**src/rtl/controle_pkg.sv**
```systemverilog
// Shared encodings for the multicycle control unit: opcodes, FSM states,
// ALU operation codes, writeback source codes and the mux/type control bundle.
package controle_pkg;

  localparam logic [6:0] OP_R      = 7'b0110011;
  localparam logic [6:0] OP_I      = 7'b0010011;
  localparam logic [6:0] OP_LOAD   = 7'b0000011;
  localparam logic [6:0] OP_STORE  = 7'b0100011;
  localparam logic [6:0] OP_BRANCH = 7'b1100011;
  localparam logic [6:0] OP_JAL    = 7'b1101111;
  localparam logic [6:0] OP_JALR   = 7'b1100111;
  localparam logic [6:0] OP_AUIPC  = 7'b0010111;
  localparam logic [6:0] OP_SYSTEM = 7'b1110011;

  localparam logic [1:0] ULA_ADD = 2'b00;
  localparam logic [1:0] ULA_SUB = 2'b01;
  localparam logic [1:0] ULA_SLT = 2'b10;
  localparam logic [1:0] ULA_EQU = 2'b11;

  localparam logic [1:0] OPT_ULA = 2'b00;
  localparam logic [1:0] OPT_MEM = 2'b01;
  localparam logic [1:0] OPT_PC  = 2'b10;

  typedef enum logic [2:0] {
    StFetch     = 3'd0,
    StDecode    = 3'd1,
    StExecute   = 3'd2,
    StMemory    = 3'd3,
    StWriteback = 3'd4,
    StHalt      = 3'd5,
    StError     = 3'd6
  } estado_e;

  typedef enum logic [3:0] {
    ClsR,
    ClsI,
    ClsLoad,
    ClsStore,
    ClsBranch,
    ClsJal,
    ClsJalr,
    ClsAuipc,
    ClsEcall
  } classe_e;

  typedef struct packed {
    logic [1:0] op_ula;
    logic [1:0] operation_type;
    logic       ula_entry;
    logic       branch;
    logic       auipc;
    logic       jal;
    logic       jalr;
    logic       sign;
  } ctrl_t;

endpackage

```
**src/rtl/unidade_controle_multiciclo_if.sv**
```systemverilog
// Control bus between the multicycle control unit (master) and the datapath (slave).
interface unidade_controle_multiciclo_if;

  logic [31:0] instru;
  logic        load_en;
  logic        store_en;
  logic [1:0]  op_ula;
  logic [1:0]  operation_type;
  logic        ula_entry;
  logic        branch;
  logic        auipc;
  logic        jal;
  logic        jalr;
  logic        sign;
  logic        pc_en;
  logic        halted;
  logic        illegal_instr;
  logic [2:0]  estado;

  modport master (
    input  instru,
    output load_en, store_en, op_ula, operation_type, ula_entry, branch, auipc,
           jal, jalr, sign, pc_en, halted, illegal_instr, estado
  );

  modport slave (
    output instru,
    input  load_en, store_en, op_ula, operation_type, ula_entry, branch, auipc,
           jal, jalr, sign, pc_en, halted, illegal_instr, estado
  );

endinterface

```
**src/rtl/decodificador_instrucao.sv**
```systemverilog
// Combinational decode of the latched instruction into class, legality and
// the mux/type control bundle.
module decodificador_instrucao
  import controle_pkg::*;
(
  input  logic [31:0] i_ir,
  output classe_e     o_classe,
  output logic        o_legal,
  output ctrl_t       o_ctrl
);

  logic [6:0] w_opcode;
  logic [2:0] w_funct3;
  logic [6:0] w_funct7;

  assign w_opcode = i_ir[6:0];
  assign w_funct3 = i_ir[14:12];
  assign w_funct7 = i_ir[31:25];

  // Register and immediate fields are datapath business only.
  logic unused_ir;
  assign unused_ir = ^{i_ir[24:15], i_ir[11:7]};

  always_comb begin
    o_classe    = ClsR;
    o_legal     = 1'b1;
    o_ctrl      = '0;
    o_ctrl.sign = 1'b1;
    case (w_opcode)
      OP_R: begin
        o_classe         = ClsR;
        o_ctrl.ula_entry = 1'b1;
        if (w_funct7 != 7'b0000000 && w_funct7 != 7'b0100000) o_legal = 1'b0;
        case (w_funct3)
          3'b000:  o_ctrl.op_ula = w_funct7[5] ? ULA_SUB : ULA_ADD;
          3'b010:  o_ctrl.op_ula = ULA_SLT;
          3'b011: begin
            o_ctrl.op_ula = ULA_SLT;
            o_ctrl.sign   = 1'b0;
          end
          default: o_legal = 1'b0;
        endcase
      end
      OP_I: begin
        o_classe = ClsI;
        case (w_funct3)
          3'b000:  o_ctrl.op_ula = ULA_ADD;
          3'b010:  o_ctrl.op_ula = ULA_SLT;
          3'b011: begin
            o_ctrl.op_ula = ULA_SLT;
            o_ctrl.sign   = 1'b0;
          end
          default: o_legal = 1'b0;
        endcase
      end
      OP_LOAD: begin
        o_classe              = ClsLoad;
        o_ctrl.operation_type = OPT_MEM;
        o_legal               = (w_funct3 == 3'b011);
      end
      OP_STORE: begin
        o_classe = ClsStore;
        o_legal  = (w_funct3 == 3'b011);
      end
      OP_BRANCH: begin
        o_classe         = ClsBranch;
        o_ctrl.ula_entry = 1'b1;
        o_ctrl.branch    = 1'b1;
        case (w_funct3)
          3'b000, 3'b001: o_ctrl.op_ula = ULA_EQU;
          3'b100, 3'b101: o_ctrl.op_ula = ULA_SLT;
          3'b110, 3'b111: begin
            o_ctrl.op_ula = ULA_SLT;
            o_ctrl.sign   = 1'b0;
          end
          default: o_legal = 1'b0;
        endcase
      end
      OP_JAL: begin
        o_classe              = ClsJal;
        o_ctrl.jal            = 1'b1;
        o_ctrl.operation_type = OPT_PC;
      end
      OP_JALR: begin
        o_classe              = ClsJalr;
        o_ctrl.jalr           = 1'b1;
        o_ctrl.operation_type = OPT_PC;
        o_legal               = (w_funct3 == 3'b000);
      end
      OP_AUIPC: begin
        o_classe              = ClsAuipc;
        o_ctrl.auipc          = 1'b1;
        o_ctrl.operation_type = OPT_PC;
      end
      OP_SYSTEM: o_classe = ClsEcall;
      default:   o_legal  = 1'b0;
    endcase
  end

endmodule

```
**src/rtl/unidade_controle_multiciclo.sv**
```systemverilog
// Multicycle control FSM: sequences each instruction through fetch/decode/
// execute/memory/writeback and pulses the datapath enables once per instruction.
module unidade_controle_multiciclo
  import controle_pkg::*;
#(
  parameter bit HALT_ON_ECALL = 1'b1
) (
  input  logic                          clk,
  input  logic                          reset,
  unidade_controle_multiciclo_if.master bus
);

  estado_e     r_estado;
  estado_e     w_estado_d;
  logic [31:0] r_ir;
  ctrl_t       r_ctrl;
  ctrl_t       w_ctrl_out;

  classe_e w_classe;
  logic    w_legal;
  ctrl_t   w_ctrl;

  logic w_load_en;
  logic w_store_en;
  logic w_pc_en;
  logic w_halted;
  logic w_illegal;

  decodificador_instrucao u_dec (
    .i_ir     (r_ir),
    .o_classe (w_classe),
    .o_legal  (w_legal),
    .o_ctrl   (w_ctrl)
  );

  always_comb begin
    w_estado_d = r_estado;
    w_load_en  = 1'b0;
    w_store_en = 1'b0;
    w_pc_en    = 1'b0;
    w_halted   = 1'b0;
    w_illegal  = 1'b0;
    case (r_estado)
      StFetch: w_estado_d = StDecode;
      StDecode: begin
        if (!w_legal)                 w_estado_d = StError;
        else if (w_classe == ClsEcall) w_estado_d = HALT_ON_ECALL ? StHalt : StError;
        else                          w_estado_d = StExecute;
      end
      StExecute: begin
        if (w_classe == ClsLoad || w_classe == ClsStore) begin
          w_estado_d = StMemory;
        end else if (w_classe == ClsBranch) begin
          w_pc_en    = 1'b1;
          w_estado_d = StFetch;
        end else begin
          w_estado_d = StWriteback;
        end
      end
      StMemory: begin
        if (w_classe == ClsStore) begin
          w_store_en = 1'b1;
          w_pc_en    = 1'b1;
          w_estado_d = StFetch;
        end else begin
          w_estado_d = StWriteback;
        end
      end
      StWriteback: begin
        w_load_en  = 1'b1;
        w_pc_en    = 1'b1;
        w_estado_d = StFetch;
      end
      StHalt:  w_halted  = 1'b1;
      StError: w_illegal = 1'b1;
      default: w_estado_d = StFetch;
    endcase
  end

  always_ff @(posedge clk) begin
    if (reset) begin
      r_estado <= StFetch;
      r_ir     <= '0;
      r_ctrl   <= '0;
    end else begin
      r_estado <= w_estado_d;
      if (r_estado == StFetch) r_ir <= bus.instru;
      // Bundle is loaded on entry to EXECUTE and dropped when the instruction retires.
      if (r_estado == StDecode && w_estado_d == StExecute) r_ctrl <= w_ctrl;
      else if (w_estado_d == StFetch)                      r_ctrl <= '0;
    end
  end

  // Reset forces every output low in the same cycle, even mid-instruction.
  assign w_ctrl_out = reset ? '0 : r_ctrl;

  assign bus.load_en        = w_load_en & ~reset;
  assign bus.store_en       = w_store_en & ~reset;
  assign bus.pc_en          = w_pc_en & ~reset;
  assign bus.halted         = w_halted & ~reset;
  assign bus.illegal_instr  = w_illegal & ~reset;
  assign bus.op_ula         = w_ctrl_out.op_ula;
  assign bus.operation_type = w_ctrl_out.operation_type;
  assign bus.ula_entry      = w_ctrl_out.ula_entry;
  assign bus.branch         = w_ctrl_out.branch;
  assign bus.auipc          = w_ctrl_out.auipc;
  assign bus.jal            = w_ctrl_out.jal;
  assign bus.jalr           = w_ctrl_out.jalr;
  assign bus.sign           = w_ctrl_out.sign;
  assign bus.estado         = r_estado;

endmodule
```
**src/flat_wrapper.sv**
```systemverilog
// flat-port wrapper written by rule: the top's interface ports become plain ports
module unidade_controle_multiciclo_flat import controle_pkg::*;
#(
  parameter bit HALT_ON_ECALL = 1'b1
)
  (clk, reset, bus_instru, bus_load_en, bus_store_en, bus_op_ula, bus_operation_type, bus_ula_entry, bus_branch, bus_auipc, bus_jal, bus_jalr, bus_sign, bus_pc_en, bus_halted, bus_illegal_instr, bus_estado);
  unidade_controle_multiciclo_if bus_i ();
  input  logic clk;
  input  logic reset;
  input wire logic [$bits(bus_i.instru)-1:0] bus_instru;
  output wire logic [$bits(bus_i.load_en)-1:0] bus_load_en;
  output wire logic [$bits(bus_i.store_en)-1:0] bus_store_en;
  output wire logic [$bits(bus_i.op_ula)-1:0] bus_op_ula;
  output wire logic [$bits(bus_i.operation_type)-1:0] bus_operation_type;
  output wire logic [$bits(bus_i.ula_entry)-1:0] bus_ula_entry;
  output wire logic [$bits(bus_i.branch)-1:0] bus_branch;
  output wire logic [$bits(bus_i.auipc)-1:0] bus_auipc;
  output wire logic [$bits(bus_i.jal)-1:0] bus_jal;
  output wire logic [$bits(bus_i.jalr)-1:0] bus_jalr;
  output wire logic [$bits(bus_i.sign)-1:0] bus_sign;
  output wire logic [$bits(bus_i.pc_en)-1:0] bus_pc_en;
  output wire logic [$bits(bus_i.halted)-1:0] bus_halted;
  output wire logic [$bits(bus_i.illegal_instr)-1:0] bus_illegal_instr;
  output wire logic [$bits(bus_i.estado)-1:0] bus_estado;
  assign bus_i.instru = bus_instru;
  assign bus_load_en = bus_i.load_en;
  assign bus_store_en = bus_i.store_en;
  assign bus_op_ula = bus_i.op_ula;
  assign bus_operation_type = bus_i.operation_type;
  assign bus_ula_entry = bus_i.ula_entry;
  assign bus_branch = bus_i.branch;
  assign bus_auipc = bus_i.auipc;
  assign bus_jal = bus_i.jal;
  assign bus_jalr = bus_i.jalr;
  assign bus_sign = bus_i.sign;
  assign bus_pc_en = bus_i.pc_en;
  assign bus_halted = bus_i.halted;
  assign bus_illegal_instr = bus_i.illegal_instr;
  assign bus_estado = bus_i.estado;
  unidade_controle_multiciclo #(.HALT_ON_ECALL(HALT_ON_ECALL)) u_core (.clk(clk), .reset(reset), .bus(bus_i));
endmodule
```
**config.mk**
```make
export PLATFORM = sky130hd
export DESIGN_NAME = unidade_controle_multiciclo_flat
export DESIGN_NICKNAME = d
export VERILOG_FILES = /design/src/rtl/controle_pkg.sv /design/src/rtl/unidade_controle_multiciclo_if.sv /design/src/rtl/decodificador_instrucao.sv /design/src/rtl/unidade_controle_multiciclo.sv /design/src/flat_wrapper.sv
export SDC_FILE = /design/constraint.sdc
export NUM_CORES = 1
export LEC_CHECK = 0
export CAP_MARGIN = 40
export CORE_MARGIN = 10
export CORE_UTILIZATION = 46
export CTS_BUF_LIST = sky130_fd_sc_hd__clkbuf_16
export CTS_CLUSTER_SIZE = 20
export DETAILED_ROUTE_END_ITERATION = 12
export GPL_ROUTABILITY_DRIVEN = 0
export GPL_TIMING_DRIVEN = 0
export PLACE_DENSITY_LB_ADDON = 0.12
export SETUP_SLACK_MARGIN = 0.2
export SYNTH_ARGS = -nofsm -noshare
export SYNTH_HDL_FRONTEND = slang
export SYNTH_HIERARCHICAL = 1
export SYNTH_SLANG_ARGS = --single-unit
```
**constraint.sdc**
```tcl
create_clock -name clk -period 2.1 [get_ports clk]
set_input_delay 0.21 -clock clk [delete_from_list [all_inputs] [get_ports clk]]
set_output_delay 0.21 -clock clk [all_outputs]
set_load 0.01 [all_outputs]
```
==> parameters.txt, run 1 <==
Parameter                              Value

Pwr
  Power density over the cells ... 886 nW/um^2
  Cell leakage power ... 1.11 nW
  Peak supply drop ... 637 uV

CTS
  Buffers from clock root to sink, at most ... 2
  Sink Count ... 30
  Number of buffers created by CTS ... 5
  H-tree levels ... 2
  Clock-pin slew on the worst setup and hold paths ... 0.05 ns
  Clock insertion delay at the later pin of the skew report ... 0.28 ns
  Root cell of the clock tree ... clkbuf_16
  CTS tree ... done
  Cts-stage hold buffer count ... 0

Drt
  Total number of vias ... 1,765
  Detail-routed via count per cell ... 5.27
  Routed length per instance ... 14.4 microns
  Number of DRC violations after detailed-routing iteration 0 ... 149
  Length of the first detailed-routing pass in iterations ... 4
  Routed WL ... 4840 microns
  DRC violations left ... 0
  Post-route antenna net violation count ... 0

Setup path
  Arrival time reported for the critical path endpoint ... 2.28 ns
  Crit Path Max Fanout ... 10
  Worst Setup End Kind ... output port
  Required time at the endpoint of the critical path ... 1.89 ns
  Worst setup SP type ... flop
  Worst reg-to-reg path cell count ... 10
  Worst Path Class, Setup ... flop to output port

Global routing
  Global-route wire length before repair ... 7090 microns
  Largest net degree at the start of global routing ... 11
  Overall overflow remaining after global route ... 0
  Via count of the first global-routing pass ... 1,633
  Total GRT Usage ... 13.1%
  Number of antenna violations at the first check in global routing ... 0

Floorplanning
  Total die area ... 6840 sq um
  Starting density of the core ... 48.3%
  Boundary Pins ... 52
  Die Width ... 82.7 microns
  Number of cell rows ... 22
  Core ar. ... 3740 sq um
  Die H ... 82.7 microns

Logic synthesis
  Post-synthesis average cell area ... 8.01 sq um
  Total number of yosys warnings ... 6
  Total standard cell area after synthesis ... 1810 sq um
  Synthesized net count ... 260
  Syn Inst Count ... 226

STA
  Post-route fraction of the period consumed by the critical path ... 119%
  RSZ-0062 raised after global routing ... true
  Clock skew ... 0.00730 ns
  Relative max-transition margin ... 53.4%
  Final setup margin ... -0.391 ns
  Shortest clock period the worst path allows after layout ... 2.49 ns
  Worst hold slack across all endpoints ... 0.454 ns
  Final hold violation count ... 0
  Endpoints failing setup ... 15
  Slew at the pin closest to its max-slew limit ... 0.693 ns
  Final count of pins violating max slew ... 0
  Highest Clock Rate ... 401 MHz

Placement
  PortBufs ... 36
  Post-Place Setup Slack ... -0.542 ns
  HPWL reported at the end of detailed placement ... 3070 microns
  Number of cells in the design after placement ... 310

Cells and area
  Layout cell share with drive strength beyond 1 ... 27.5%
  Sequential standard cell area ... 604 sq um
  Util after Layout ... 69.9%
  Synth-to-Final Area Change ... 44.7%
  Total Nets Final ... 320
  Filler Cell Count ... 314
  Area used by multi-input combinational logic ... 1120 sq um
  Non-filler cells, final ... 335
  N_diodes ... 0

Outcome
  Violated checks ... negative setup slack
  Run status ... finished, violations left

Hold path
  Worst hold path stage count ... 2
  Kind of path behind the tightest hold check ... flop to flop

Job
  Max-cap violation count ... 0
-- metal layers --
layer	vias up	track usage [%]	routed length [microns]
met3	12	4.00	337
met2	60	22.0	2380
met1	813	14.9	2000
li1	880	-	-
met5	-	0	0
met4	0	6.02	116
-- power breakdown --
part | switching (mW) | internal [mW]
Clock | 0.244 | 0.431
Sequential | 0.0829 | 0.658
Combinational | 0.483 | 0.422
Total | 0.810 | 1.51
-- sequential cells by signal, indices dropped and copies added (netlist names) --
register,count
u_core/r_ctrl,10
u_core/r_ir,17
u_core/bus.estado,3
-- cell usage in the layout, fill, tap and decap left out, types with 3 or more instances in the layout --
cell type         n
clkbuf_16         5
nand3_1           3
nor2_1           13
buf_6             7
nor3b_1           3
nor3_1            4
dfxtp_2           3
clkdlybuf4s50_1  31
inv_1            13
a21oi_1          17
o21ai_1           9
clkbuf_1         10
nand2_1          49
or2b_2            6
dfxtp_1          27
buf_4            15
nand2b_1          6
dlygate4sd2_1     3
clkbuf_8          3
-- worst max-delay path, cell delays in order (launching register included) --
cell             delay, ns
dfxtp_2               0.37
buf_6                 0.15
and3_4                0.20
o21bai_4              0.08
a21oi_4               0.20
buf_4                 0.14
or3b_2                0.50
nor2_2                0.14
clkdlybuf4s15_2       0.23
-- metrics by stage --
| stage | power [mW] | cell area [sq um] | setup TNS (ns) |
|---|---|---|---|
| after floorplan | 1.30 | 1820 | -0.0537 |
| after global placement | 1.50 | 2240 | -2.93 |
| after detailed placement | 1.50 | 2240 | -3.59 |
| after CTS | 2.25 | 2500 | -3.89 |
| after global routing | 2.43 | 2620 | -6.48 |
| final | 2.32 | 2620 | -5.19 |
-- repair_timing --
action,CTS,global route
pin swaps,8,2
setup buffers,9,7
gates cloned,0,1
endpoints found under the setup margin,24,16
gates resized for setup,21,9
-- worst paths after layout --
path	startpoint	to	slack [ns]
worst max-delay path	u_core/r_ir[2]	bus_store_en	-0.39
worst min-delay path	u_core/r_ir[26]	u_core/r_ir[26]	0.45
worst max register to register	u_core/r_ir[5]	u_core/r_ctrl[9]	-0.37
worst min register to register	u_core/r_ir[26]	u_core/r_ir[26]	0.45
-- layout make-up --
| class | count | share of cell area, % |
|---|---|---|
| tap | 48 | 2.29 |
| sequential | 30 | 23.1 |
| timing repair buffer | 52 | 18.7 |
| clock inverter | 3 | 0.621 |
| inverter | 13 | 1.86 |
| clock buffer | 5 | 4.78 |
| buffer | 20 | 5.88 |
| multi-input combinational | 164 | 42.8 |
(Power assumes the default switching activity.)
==> run 2: changes to the inputs <==
ABC_AREA = 0   (was not set)
SLEW_MARGIN = 0   (was not set)
==> results of run 2 <==
No change in the layout: final DEF, timing and power equal those of run 1.
